===== src/rtl/ps2_pkg.sv =====
// Shared constants and types for the PS/2 host command sequencer:
// command/response bytes, the cmd_op encoding and the sequencer state set.
package ps2_pkg;

    localparam logic [7:0] CMD_RESET     = 8'hFF;
    localparam logic [7:0] CMD_LEDS      = 8'hED;
    localparam logic [7:0] CMD_TYPEMATIC = 8'hF3;
    localparam logic [7:0] CMD_ECHO      = 8'hEE;

    localparam logic [7:0] RSP_ACK       = 8'hFA;
    localparam logic [7:0] RSP_RESEND    = 8'hFE;
    localparam logic [7:0] RSP_BAT_OK    = 8'hAA;
    localparam logic [7:0] RSP_BAT_FAIL  = 8'hFC;
    localparam logic [7:0] RSP_ECHO      = 8'hEE;

    typedef enum logic [1:0] {
        OP_RESET     = 2'd0,
        OP_LEDS      = 2'd1,
        OP_TYPEMATIC = 2'd2,
        OP_ECHO      = 2'd3
    } cmd_op_t;

    typedef enum logic [2:0] {
        ST_IDLE,
        ST_TX_START,
        ST_TX_BUSY,
        ST_RSP_WAIT,
        ST_BAT_WAIT,
        ST_DONE_OK,
        ST_DONE_ERR
    } state_t;

    function automatic logic [7:0] opcode_byte(input cmd_op_t op);
        case (op)
            OP_RESET:     return CMD_RESET;
            OP_LEDS:      return CMD_LEDS;
            OP_TYPEMATIC: return CMD_TYPEMATIC;
            default:      return CMD_ECHO;
        endcase
    endfunction

endpackage


===== src/rtl/ps2_timeout_timer.sv =====
// Saturating cycle counter with synchronous clear and count enable; expired
// flags that the count has reached limit-1, i.e. limit enabled cycles elapsed.
module ps2_timeout_timer #(
    parameter int unsigned WIDTH = 16
) (
    input  logic             clock_quarter,
    input  logic             reset,
    input  logic             clear,
    input  logic             enable,
    input  logic [WIDTH-1:0] limit,
    output logic             expired
);

    logic [WIDTH-1:0] count;

    always_ff @(posedge clock_quarter) begin
        if (reset || clear) begin
            count <= '0;
        end else if (enable && (count != '1)) begin
            count <= count + WIDTH'(1);
        end
    end

    assign expired = (count >= (limit - WIDTH'(1)));

endmodule


===== src/rtl/ps2_host_cmd.sv =====
// Host-side PS/2 command sequencer: sends opcode/argument bytes through
// ps2_bus, checks device responses, retries, and forwards unsolicited bytes.
module ps2_host_cmd
    import ps2_pkg::*;
#(
    parameter int unsigned ACK_TIMEOUT = 20000,
    parameter int unsigned BAT_TIMEOUT = 2000000,
    parameter int unsigned MAX_RETRY   = 3
) (
    input  logic       clock_quarter,
    input  logic       reset,
    input  logic       cmd_valid,
    output logic       cmd_ready,
    input  logic [1:0] cmd_op,
    input  logic [7:0] cmd_arg,
    output logic       done,
    output logic       error,
    output logic [7:0] resp,
    output logic       scan_valid,
    output logic [7:0] scan_data,
    output logic       bus_enable,
    output logic [7:0] bus_tx_data,
    input  logic       bus_tx_ready,
    input  logic       bus_tx_faild,
    input  logic       bus_rx_complete,
    input  logic [7:0] bus_rx_data
);

    localparam int unsigned TW = $clog2(BAT_TIMEOUT + 1);
    localparam int unsigned RW = (MAX_RETRY > 0) ? $clog2(MAX_RETRY + 1) : 1;

    state_t          state, next;
    cmd_op_t         op_q;
    logic [7:0]      arg_q;
    logic            byte_idx;
    logic [RW-1:0]   retry_cnt;
    logic            rx_seen;
    logic            live;
    logic [7:0]      resp_q;
    logic            scan_valid_q;
    logic [7:0]      scan_data_q;

    logic            latch_cmd;
    logic            advance;
    logic            do_retry;
    logic            inc_retry;
    logic            forward;
    logic            resp_load;
    logic [7:0]      resp_val;
    logic [7:0]      cur_byte;

    logic            timer_clear;
    logic            timer_en;
    logic [TW-1:0]   timer_limit;
    logic            timer_expired;

    assign cur_byte = byte_idx ? arg_q : opcode_byte(op_q);

    always_comb begin
        next      = state;
        latch_cmd = 1'b0;
        advance   = 1'b0;
        do_retry  = 1'b0;
        inc_retry = 1'b0;
        forward   = 1'b0;
        resp_load = 1'b0;
        resp_val  = '0;
        case (state)
            ST_IDLE: begin
                forward = bus_rx_complete;
                if (cmd_valid) begin
                    latch_cmd = 1'b1;
                    next      = ST_TX_START;
                end
            end
            ST_TX_START: begin
                forward = bus_rx_complete;
                if (bus_tx_ready) next = ST_TX_BUSY;
            end
            ST_TX_BUSY: begin
                forward = bus_rx_complete;
                // A byte received here means the bus served a device read
                // instead of our transmit: resend without charging a retry.
                if (bus_tx_ready) begin
                    if (rx_seen || bus_rx_complete) next = ST_TX_START;
                    else if (bus_tx_faild)          do_retry = 1'b1;
                    else                            next = ST_RSP_WAIT;
                end
            end
            ST_RSP_WAIT: begin
                if (bus_rx_complete) begin
                    if (bus_rx_data == RSP_ACK) begin
                        if (!byte_idx && (op_q == OP_LEDS || op_q == OP_TYPEMATIC)) begin
                            advance = 1'b1;
                            next    = ST_TX_START;
                        end else if (op_q == OP_RESET) begin
                            next = ST_BAT_WAIT;
                        end else begin
                            resp_load = 1'b1;
                            resp_val  = RSP_ACK;
                            next      = ST_DONE_OK;
                        end
                    end else if (bus_rx_data == RSP_ECHO && op_q == OP_ECHO) begin
                        resp_load = 1'b1;
                        resp_val  = RSP_ECHO;
                        next      = ST_DONE_OK;
                    end else if (bus_rx_data == RSP_RESEND) begin
                        do_retry = 1'b1;
                    end else begin
                        forward = 1'b1;
                    end
                end else if (timer_expired) begin
                    do_retry = 1'b1;
                end
            end
            ST_BAT_WAIT: begin
                if (bus_rx_complete) begin
                    if (bus_rx_data == RSP_BAT_OK) begin
                        resp_load = 1'b1;
                        resp_val  = RSP_BAT_OK;
                        next      = ST_DONE_OK;
                    end else if (bus_rx_data == RSP_BAT_FAIL) begin
                        resp_load = 1'b1;
                        resp_val  = RSP_BAT_FAIL;
                        next      = ST_DONE_ERR;
                    end else begin
                        forward = 1'b1;
                    end
                end else if (timer_expired) begin
                    next = ST_DONE_ERR;
                end
            end
            ST_DONE_OK, ST_DONE_ERR: begin
                forward = bus_rx_complete;
                next    = ST_IDLE;
            end
            default: next = ST_IDLE;
        endcase

        if (do_retry) begin
            if (retry_cnt == RW'(MAX_RETRY)) begin
                next = ST_DONE_ERR;
            end else begin
                inc_retry = 1'b1;
                next      = ST_TX_START;
            end
        end
    end

    always_ff @(posedge clock_quarter) begin
        if (reset) begin
            state        <= ST_IDLE;
            op_q         <= OP_RESET;
            arg_q        <= '0;
            byte_idx     <= 1'b0;
            retry_cnt    <= '0;
            rx_seen      <= 1'b0;
            live         <= 1'b0;
            resp_q       <= '0;
            scan_valid_q <= 1'b0;
            scan_data_q  <= '0;
        end else begin
            state        <= next;
            live         <= 1'b1;
            scan_valid_q <= forward;
            if (forward) scan_data_q <= bus_rx_data;
            if (latch_cmd) begin
                op_q      <= cmd_op_t'(cmd_op);
                arg_q     <= cmd_arg;
                byte_idx  <= 1'b0;
                retry_cnt <= '0;
                resp_q    <= '0;
            end
            if (advance) begin
                byte_idx  <= 1'b1;
                retry_cnt <= '0;
            end
            if (inc_retry) retry_cnt <= retry_cnt + RW'(1);
            if (resp_load) resp_q <= resp_val;
            rx_seen <= (state == ST_TX_BUSY && next == ST_TX_BUSY) ? (rx_seen | bus_rx_complete) : 1'b0;
        end
    end

    // The count restarts on every state change so each wait phase is timed alone.
    assign timer_en    = (state == ST_RSP_WAIT) || (state == ST_BAT_WAIT);
    assign timer_clear = !timer_en || (next != state);
    assign timer_limit = (state == ST_BAT_WAIT) ? TW'(BAT_TIMEOUT) : TW'(ACK_TIMEOUT);

    ps2_timeout_timer #(
        .WIDTH(TW)
    ) u_timer (
        .clock_quarter(clock_quarter),
        .reset        (reset),
        .clear        (timer_clear),
        .enable       (timer_en),
        .limit        (timer_limit),
        .expired      (timer_expired)
    );

    assign cmd_ready   = (state == ST_IDLE) && live;
    assign bus_enable  = (state == ST_TX_START) && bus_tx_ready;
    assign bus_tx_data = (state == ST_TX_START || state == ST_TX_BUSY) ? cur_byte : '0;
    assign done        = (state == ST_DONE_OK);
    assign error       = (state == ST_DONE_ERR);
    assign resp        = resp_q;
    assign scan_valid  = scan_valid_q;
    assign scan_data   = scan_data_q;

endmodule


===== config.mk =====
export PLATFORM = sky130hd
export DESIGN_NAME = ps2_host_cmd
export DESIGN_NICKNAME = d
export VERILOG_FILES = /design/src/rtl/ps2_pkg.sv /design/src/rtl/ps2_timeout_timer.sv /design/src/rtl/ps2_host_cmd.sv
export SDC_FILE = /design/constraint.sdc
export NUM_CORES = 1
export LEC_CHECK = 0
export CORE_MARGIN = 10
export CORE_UTILIZATION = 56
export DETAILED_ROUTE_END_ITERATION = 10
export MAX_ROUTING_LAYER = met4
export PLACE_DENSITY_LB_ADDON = 0.15
export SLEW_MARGIN = 20
export SYNTH_ARGS = -nofsm -noshare
export SYNTH_HDL_FRONTEND = slang
export SYNTH_HIERARCHICAL = 1
export SYNTH_SLANG_ARGS = --single-unit

===== constraint.sdc =====
create_clock -name clock_quarter -period 6.95 [get_ports clock_quarter]
set_clock_uncertainty 0.2 [all_clocks]
set_input_delay 0.695 -clock clock_quarter [delete_from_list [all_inputs] [get_ports clock_quarter]]
set_output_delay 0.695 -clock clock_quarter [all_outputs]
set_load 0.05 [all_outputs]

Word level (Yosys, flattened, before mapping)
Index checks and enable logic that the tools add are counted.

word-level totals
  input bits = 24
  output and inout bits = 29
  word-level logic and storage cells = 128
  register bits = 56

cells by class
  reduce and logical (&&, ||, !) cells = 21
  equal/unequal tests = 18
  order comparisons = 1
  bitwise gates (word level) = 2
  multiplexer cells = 72
  add/subtract/negate cells = 3

operators with widths
  kind                     number
  $mux W8                  12
  $mux W3                  15
  $eq A8 B8 Y1 const B     5
  $mux W1                  35
  $add A21 B1 Y21 const B  1
  $ge A21 B21 Y1           1
  $mux W21                 1
  $ne A21 B21 Y1 const B   1
  $sub A21 B1 Y21 const B  1
  $pmux W8 S2              1
  $pmux W3 S5              1
  $pmux W5 S3              1
  $eq A3 B2 Y1 const B     3
  $eq A3 B3 Y1 const B     3
  $eq A2 B2 Y1 const B     3
  $logic_and A1 B1 Y1      6
  $logic_or A1 B1 Y1       6
  $mux W2                  3
  $reduce_or A5 Y1         1
  $pmux W1 S2              2
  $reduce_bool A2 Y1       2
  $eq A3 B1 Y1 const B     1
  $logic_not A3 Y1         1
  $ne A3 B3 Y1             1
  9 further kinds          10

Logic depth before layout (Yosys ltp)
Gate-level depths: netlist of the first run.

  depth after elaboration = 12
  gate-level depth with buffers = 21
  gate-level depth less buffers = 20

Modules after synthesis
Netlist of the first run, hierarchy kept.

modules (own cells, without submodules)
  module             sequential area each (µm²)  cells an instance  instances  area an instance (µm²)
  ps2_timeout_timer  420.4                       253                1          1998.2
  ps2_host_cmd       640.6                       237                1          1914.3

Least setup slack after synthesis of the first run
No wires, ideal clock.

  path type = register to register
  from = reg state[0]
  to = reg u_timer.count[10]
  setup time = 0.116 ns
  period minus slack after synthesis = 5.168 ns
  arrival time = 4.852 ns
  buffers on the path = 1
  required time = 6.634 ns
  slack = 1.782 ns
  cell stages (with the launch flop) = 22
  cell sequence = dfxtp_1 inv_2 nand3_1 inv_2 or4_4 nand2b_1 nor2_1 xnor2_1 ha_1 a211oi_1 nor2_1 a2111oi_0 o221ai_1 nor2b_1 a21oi_1 o221ai_1 o21ai_2 mux2i_1 or2_2 buf_1 nor2_1 a31o_2

on the way
  cells in the longest elaborated chain, start to end = 11
  elaborated cells on any way between the ends = 31
  those cells by class = add/sub: 1; order compare: 1; eq/ne: 5; mux: 18; reduce/logical: 6

ends and longest elaborated chain
  element                                     line                                      text
  from (decl)                                 ps2_host_cmd.sv:32                        state_t state, next;
  from (signal assigned)                      ps2_host_cmd.sv:163                       state <= next;
  $eq A3 B3 Y1 *                              ps2_host_cmd.sv:187                       assign timer_limit = (state == ST_BAT_WAIT) ? TW'(BAT_TIMEOUT) : TW'(ACK_TIMEOUT);
  $mux W21 *                                  ps2_host_cmd.sv:187
  net timer_limit[11]                         ps2_host_cmd.sv:54                        logic [TW-1:0] timer_limit;
  $sub A21 B1 Y21 *                           ps2_timeout_timer.sv:24                   assign expired = (count >= (limit - WIDTH'(1)));
  $ge A21 B21 Y1 *                            ps2_timeout_timer.sv:24
  net timer_expired                           ps2_host_cmd.sv:55                        logic timer_expired;
  $mux W3 or $mux W1 (tied branches)          ps2_host_cmd.sv:129, ps2_host_cmd.sv:112
  $mux W3 or $mux W1 (tied branches)          ps2_host_cmd.sv:117, ps2_host_cmd.sv:91
  $pmux W3 S5 or $pmux W1 S2 (tied branches)  ps2_host_cmd.sv:68                        case (state)
  $mux W3 *                                   ps2_host_cmd.sv:140                       if (do_retry) begin
  $ne A3 B3 Y1 *                              ps2_host_cmd.sv:186                       assign timer_clear = !timer_en || (next != state);
  $logic_or A1 B1 Y1 *                        ps2_host_cmd.sv:186
  net timer_clear                             ps2_host_cmd.sv:52                        logic timer_clear;
  $logic_or A1 B1 Y1 *                        ps2_timeout_timer.sv:17                   if (reset || clear) begin
  to (signal assigned)                        ps2_timeout_timer.sv:20                   count <= count + WIDTH'(1);
  to (decl)                                   ps2_timeout_timer.sv:14                   logic [WIDTH-1:0] count;

The timed path passes the listed nets; every way through them passes the cells marked *.
A chain may end at the register's enable or synchronous reset.

Final worst setup path of the first run
  from = reg state[1]
  to = reg u_timer.count[10]

Same word-level chain as after synthesis.

==> results of run 1 <==
==> cell usage in the layout, fill, tap and decap left out, types with 10 or more instances in the layout <==
master            n
conb_1           42
ha_1             30
clkdlybuf4s50_1  51
nand3_1          11
and3_1           10
dfxtp_1          53
a21oi_1          46
nor2_1           28
inv_1            17
o21ai_0          14
nand2_1          78
nand4_1          13
mux2i_1          20
or3_1            10
nor3_1           13
xor2_1           10
==> metal layers <==
metal	share of wire [%]	wire, um	global-route usage [%]
met1	50	4810	24.9
met2	42	4120	25.7
met3	7.0	676	4.46
met4	1.1	105	4.23
met5	0	0	-
==> how the worst max path moves through the flow <==
stage	end	slack, ns	cells past startpoint
floorplan	u_timer/count[10]	1.78	21
global placement	u_timer/count[10]	1.54	22
detailed placement	u_timer/count[10]	1.24	22
CTS	u_timer/count[10]	1.22	22
global route	u_timer/count[10]	0.75	22
finish	u_timer/count[10]	1.15	22
==> critical path, delay by kind of cell, from the launching register on <==
kind | cells | cell delay [ns]
xor+xnor | 1 | 0.13
compound gates | 7 | 1.52
simple gates | 8 | 1.57
fa+ha+maj | 1 | 0.27
buf+inv | 4 | 0.84
mux | 1 | 0.59
flops | 1 | 0.58
==> state kept, by name, summed over array words and instances, names as in the netlist <==
signal and cells:
arg_q 8, byte_idx 1, live 1, op_q 2, resp 5, retry_cnt 2
rx_seen 1, scan_data 8, scan_valid 1, state 3, u_timer/count 21
==> power by group through the flow <==
stage                     clock, uW  combinational, uW  sequential [uW]
after global placement            0                179              329
after CTS                       224                181              323
after floorplan                   0                115              337
after global routing            237                198              324
after detailed placement          0                181              330
final                           221                182              323
==> logic make-up after synthesis <==
| logic type | Yosys count |
|---|---|
| AOI/OAI and AO/OA | 104 |
| DFF | 53 |
| muxes | 20 |
| other | 2 |
| and+or+nand+nor | 221 |
| adders and majority gates | 30 |
| buffers and inverters | 41 |
| xor gates and xnor gates | 19 |
==> stage by stage <==
| stage | setup slack, ns | util [%] | std cells |
|---|---|---|---|
| final | 1.15 | 69.7 | 667 |
| after global routing | 0.745 | 69.7 | 667 |
| after floorplan | 1.78 | - | 530 |
| after CTS | 1.22 | 69.7 | 667 |
| after detailed placement | 1.24 | 68.0 | 659 |
| after global placement | 1.54 | 68.0 | 659 |
==> layout make-up <==
| class | count | share of cell area [%] |
|---|---|---|
| Multi-Input combinational cell | 436 | 59.7 |
| Sequential cell | 53 | 22.4 |
| Timing Repair Buffer | 55 | 11.4 |
| Tap cell | 96 | 2.54 |
| Clock buffer | 7 | 1.82 |
| Inverter | 19 | 1.51 |
| Clock inverter | 1 | 0.634 |
==> out/metrics.cfg, run 1 <==
[floorplan]
chipWidth_um = 104
core_area_um2 = 6790
die-area_um2 = 10700
start_util_pct = 57.6
rows = 30
ios = 53
die_h_um = 104

[power_and_ir_drop]
p_per_area_nw_per_um2 = 153
seq_power_share_pct = 44.5
leakagePower_uw = 0.00182
power.internal_uw = 496
swShare_pct = 31.6
comb_power_share_pct = 25.0
pwr-share-clk_pct = 30.5
power_uw = 726
ir_drop_mv = 0.0931
switchingPower_uw = 229

[clocking]
cts_buffers = 5
cts_resized = 0
cts-root-buf = clkbuf_8
clock_path_buffers = 2
cts_tree = yes
cts_sinks = 53
htreeDepth = 2
clk_latency_ns = 0.31
postCtsSetupBuffers = 0
clk_pin_slew_ns = 0.10
cts_hold_buf = 0

[global_routing]
grt_pass1_wl_mm = 16.6
globalRouteOverflowTotal = 0
antenna_found_initial = 0
grt_use_total_pct = 18.1
grt_max_degree = 32
grt_pass1_vias = 3487

[sta]
finalSetupTns_ns = 0
fmax_mhz = 172
worstMarginPinSlew_ns = 0.956
rsz0062_at_grt = no
fin_crit_sh_pct = 83.5
finalSetupViolCount = 0
finalHoldViolCount = 0
hold_ws_ns = 0.260
slew_violations = 0
maxSlewHeadroom_pct = 35.3
min_period_ns = 5.80

[logic_synthesis]
synthAdderAreaFrac_pct = 9.59
synth_area_leaders = dfxtp_1 27%, ha_1 9.6%, nand2_1 7.5%
synth_compound_area_share_pct = 17.4
synth_top_family_by_area = simple AND/OR/NAND/NOR gates
synth-async-reset-ratio_pct = 0
yosysTopAreaCell = dfxtp_1
synth_ff_type = dfxtp_1
post_synth_num_cell_types = 71
synth_area_um2 = 3910
syn_inst = 490
synth_area_per_cell_um2 = 7.98
synth_edf_count = 0
ys_top_cells_by_count = 78 x nand2_1, 53 x dfxtp_1, 46 x a21oi_1, 30 x ha_1, 28 x nor2_1
synth-xor-area-share_pct = 4.25
ys_seq_elements = 53
synth_top_area_share_pct = 27.1
synthMuxAreaShare_pct = 5.12
yosys.area_share.simple_pct = 31.7
post-synth-top-count-cell = nand2_1
yosys_warnings = 6
yosysSeqAreaShare_pct = 27.1

[critical_path]
crit_type = reg2reg
worstPathMaxFanout = 21
reg2reg_slack_ns = 1.15
start_kind = flop
r2r_start = state[1]
end_kind = flop
timing.rr.end = u_timer/count[10]
worstPathCellList = inv_1 > nand3_1 > buf_4 > inv_2 > or4_4 > nand2b_1 > nor2_1 > xnor2_1 > ha_1 > a211oi_1 > nor2_1 > a2111oi_0 > o221ai_1 > nor2b_1 > a32o_1 > nor2_2 > o21ai_2 > mux2i_1 > nor2_1 > buf_4 > o311a_1 > a31o_2
worst_path_max_delay_cell = mux2i_1
cp.required_ns = 6.96
path_common_cell = nor2_1
max_stage_delay_ns = 0.59
startpoint = state[1]
worstPathArrival_ns = 5.81
reg2reg_depth = 22

[routing]
via_count = 3759
drc_errors = 0
vias_per_cell = 5.64
ant_nets = 0
firstDrtPassIters = 6
routed_wl_mm = 9.72
drt_iter0_drc = 326
wl_per_cell_um = 14.6

[placement]
dp_hpwl_mm = 7.39
place.gp.congestion = 0.942
portBuffers = 51
place_area_um2 = 4620

[layout]
design_area_um2 = 4740
drive_above_1_share_pct = 5.25
fillers = 580
num-nets-final = 624
multiInputGateArea_um2 = 2830
seq_area_um2 = 1060
insertedDiodeCount = 0
syn2layout_area_growth_pct = 21.0

[status]
outcome = finished, final reports clean

[hold_path]
min_from = arg_q[5]
min_to = arg_q[5]
hp-class = reg2reg
hold_depth = 2

[job]
maxCapViolations = 0

Note: power is estimated with default switching activity, not from simulation.
==> run 2: changes to the inputs <==
--- a/config.mk
+++ b/config.mk
@@ -6,7 +6,7 @@
 export NUM_CORES = 1
 export LEC_CHECK = 0
 export CORE_MARGIN = 10
-export CORE_UTILIZATION = 56
+export CORE_UTILIZATION = 50
 export DETAILED_ROUTE_END_ITERATION = 10
 export MAX_ROUTING_LAYER = met4
 export PLACE_DENSITY_LB_ADDON = 0.15
==> constraint.sdc (replaced) <==
create_clock -name clock_quarter -period 5.2 [get_ports clock_quarter]
set_clock_uncertainty 0.2 [all_clocks]
set_input_delay 0.52 -clock clock_quarter [delete_from_list [all_inputs] [get_ports clock_quarter]]
set_output_delay 0.52 -clock clock_quarter [all_outputs]
set_load 0.05 [all_outputs]
==> run 2 against run 1 <==
First-iteration DRC count down 27%. Cell area grew 0.71%. Clock-buffer cell count fell by 2. Combinational power rose by 39%. Setup slack got worse by 0.71 ns. Worst hold slack improved by 0.00081 ns. Die area is 9.6% higher. Non-clock buffer count is 6 higher.
==> out/metrics.cfg, run 2 (synthesis gave the netlist of run 1 again) <==
[routing]
ant_nets = 0  ; unchanged
vias_per_cell = 5.61  ; -0.51%
drc_errors = 0  ; unchanged
routed_wl_mm = 9.77  ; +0.59%
drt_iter0_drc = 239  ; -27%
wl_per_cell_um = 14.4  ; -1.2%
firstDrtPassIters = 5  ; -1
via_count = 3807  ; +1.3%

[floorplan]
die-area_um2 = 11800  ; +9.6%
core_area_um2 = 7690  ; +13%
rows = 32  ; +6.7%
chipWidth_um = 108  ; +4.7%
ios = 53  ; unchanged
start_util_pct = 50.9  ; -6.7 points
die_h_um = 108  ; +4.7%

[sta]
fmax_mhz = 210  ; +22%
slew_violations = 0  ; unchanged
rsz0062_at_grt = no
finalHoldViolCount = 0  ; unchanged
maxSlewHeadroom_pct = 40.0  ; +4.6 points
fin_crit_sh_pct = 91.7  ; +8.2 points
worstMarginPinSlew_ns = 0.897  ; -0.0592 ns
finalSetupViolCount = 0  ; unchanged
finalSetupTns_ns = 0  ; unchanged
min_period_ns = 4.77  ; -1.04 ns

[status]
outcome = finished, final reports clean

[critical_path]
crit_family = simple AND/OR/NAND/NOR gates
crit_type = reg2reg
cp.required_ns = 5.25  ; -1.71 ns
end_kind = flop
worst_path_max_delay_cell = or4_4
start_kind = flop
crit_cells = 19  ; -14%
worstPathCellList = inv_1 > nand3_1 > or4_4 > nand2b_1 > nor2_1 > xnor2_1 > ha_1 > a211oi_1 > nor2_1 > a2111oi_1 > o221ai_1 > nor2b_1 > a32o_1 > nor2_2 > o21ai_2 > mux2i_1 > or2_4 > a2111o_1 > o21ai_0
reg2reg_depth = 19  ; -14%
worstPathMaxFanout = 10  ; -52%
max_stage_delay_ns = 0.61  ; +0.02 ns
worstPathArrival_ns = 4.81  ; -1.00 ns
path_common_cell = nor2_1
critical_path_buf_inv_count = 1  ; -3

[power_and_ir_drop]
seq_power_share_pct = 45.8  ; +1.3 points
pwr-share-clk_pct = 27.1  ; -3.4 points
swShare_pct = 34.7  ; +3.1 points
power_uw = 931  ; +28%
ir_drop_mv = 0.118  ; +27%
comb_power_share_pct = 27.1  ; +2.1 points
leakagePower_uw = 0.00183  ; +0.98%
switchingPower_uw = 323  ; +41%
power.internal_uw = 607  ; +22%
p_per_area_nw_per_um2 = 195  ; +27%

[placement]
portBuffers = 51  ; unchanged
place.gp.congestion = 0.997  ; +5.8%
dp_hpwl_mm = 7.43  ; +0.47%

[global_routing]
grt_pass1_wl_mm = 16.3  ; -1.7%
globalRouteOverflowTotal = 0  ; unchanged
grt_pass1_vias = 3446  ; -1.2%
grt_use_total_pct = 16.9  ; -1.2 points
grt_max_degree = 31  ; -3.1%
antenna_found_initial = 0  ; unchanged

[job]
maxCapViolations = 0  ; unchanged

[clocking]
clk_latency_ns = 0.32  ; about the same
cts_tree = yes
clock_path_buffers = 2  ; unchanged
cts-root-buf = clkbuf_8
cts_buffers = 5  ; unchanged
postCtsSetupBuffers = 0  ; unchanged
htreeDepth = 2  ; unchanged
cts_sinks = 53  ; unchanged
clk_pin_slew_ns = 0.11  ; about the same

[layout]
seq_area_um2 = 1060  ; unchanged
fillers = 695  ; +20%
mostFrequentLayoutCells = 78 x nand2_1, 53 x dfxtp_1, 51 x clkdlybuf4s50_1
insertedDiodeCount = 0  ; unchanged
multiInputGateArea_um2 = 2830  ; +0.13%
final_common_cell = nand2_1
num-nets-final = 630  ; +0.96%
top_register = u_timer/count
final_util_pct = 62.0  ; -7.7 points
syn2layout_area_growth_pct = 21.9
largest_reg_flops = 21  ; unchanged
drive_above_1_share_pct = 6.41  ; +1.2 points

[hold_path]
hold_depth = 2  ; unchanged
hp-class = reg2reg

[run 2: cell types whose count changed in the layout (fill, tap and decap cells not counted), sizes merged]
cell / delta
buf: +6
clkbuf: -2
inv: +2
bufinv: -1
clkinvlp: +1
[run 2: final cells by class]
cell class	count	share of cell area, %
Multi-Input combinational cell	436	59.3
Timing Repair Buffer	61	12.3
Tap cell	102	2.68
Clock inverter	3	0.525
Inverter	19	1.50
Sequential cell	53	22.2
Clock buffer	5	1.44
[run 2: repair_timing]
action | in CTS | in global routing
gates resized for setup | 0 | 2
hold buffers | 0 | 0
endpoints found under the setup margin | 0 | 7
endpoints found under the hold margin | 0 | 0
[run 2: power by group through the flow]
stage                     logic [uW]  registers [uW]  clock network (uW)
after global placement           250             435                   0
after global routing             276             428                 275
after CTS                        252             426                 260
after detailed placement         251             435                   0
after floorplan                  154             450                   0
final                            253             426                 252
[run 2: per-layer routing]
layer	global-route usage, %	part of all wire, %	up-vias
met5	-	0	-
met4	4.33	0.83	0
met3	4.10	6.9	6
met2	24.9	44	116
met1	22.6	48	1771
li1	-	-	1914
[run 2: worst min-delay path, stage by stage (launching register included)]
cell and delay (ns):
dfxtp_1 0.33, nand2_1 0.05, a21oi_1 0.05
[run 2: path summary, 6_finish.rpt]
check	startpoint	to	slack, ns
worst min register to register	arg_q[3]	arg_q[3]	0.26
worst min-delay path	arg_q[3]	arg_q[3]	0.26
worst max-delay path	state[1]	u_timer/count[6]	0.43
worst max register to register	state[1]	u_timer/count[6]	0.43
[run 2: stage by stage]
step	hold slack (ns)	worst slack [ns]	area (um^2)	std cells
5_1_grt	0.278	0.0297	4770	679
3_5_place_dp	0.248	0.388	4670	671
4_1_cts	0.264	0.337	4770	679
3_3_place_gp	0.243	0.507	4670	671
6_report	0.261	0.434	4770	679
2_1_floorplan	0.236	0.0317	4060	530
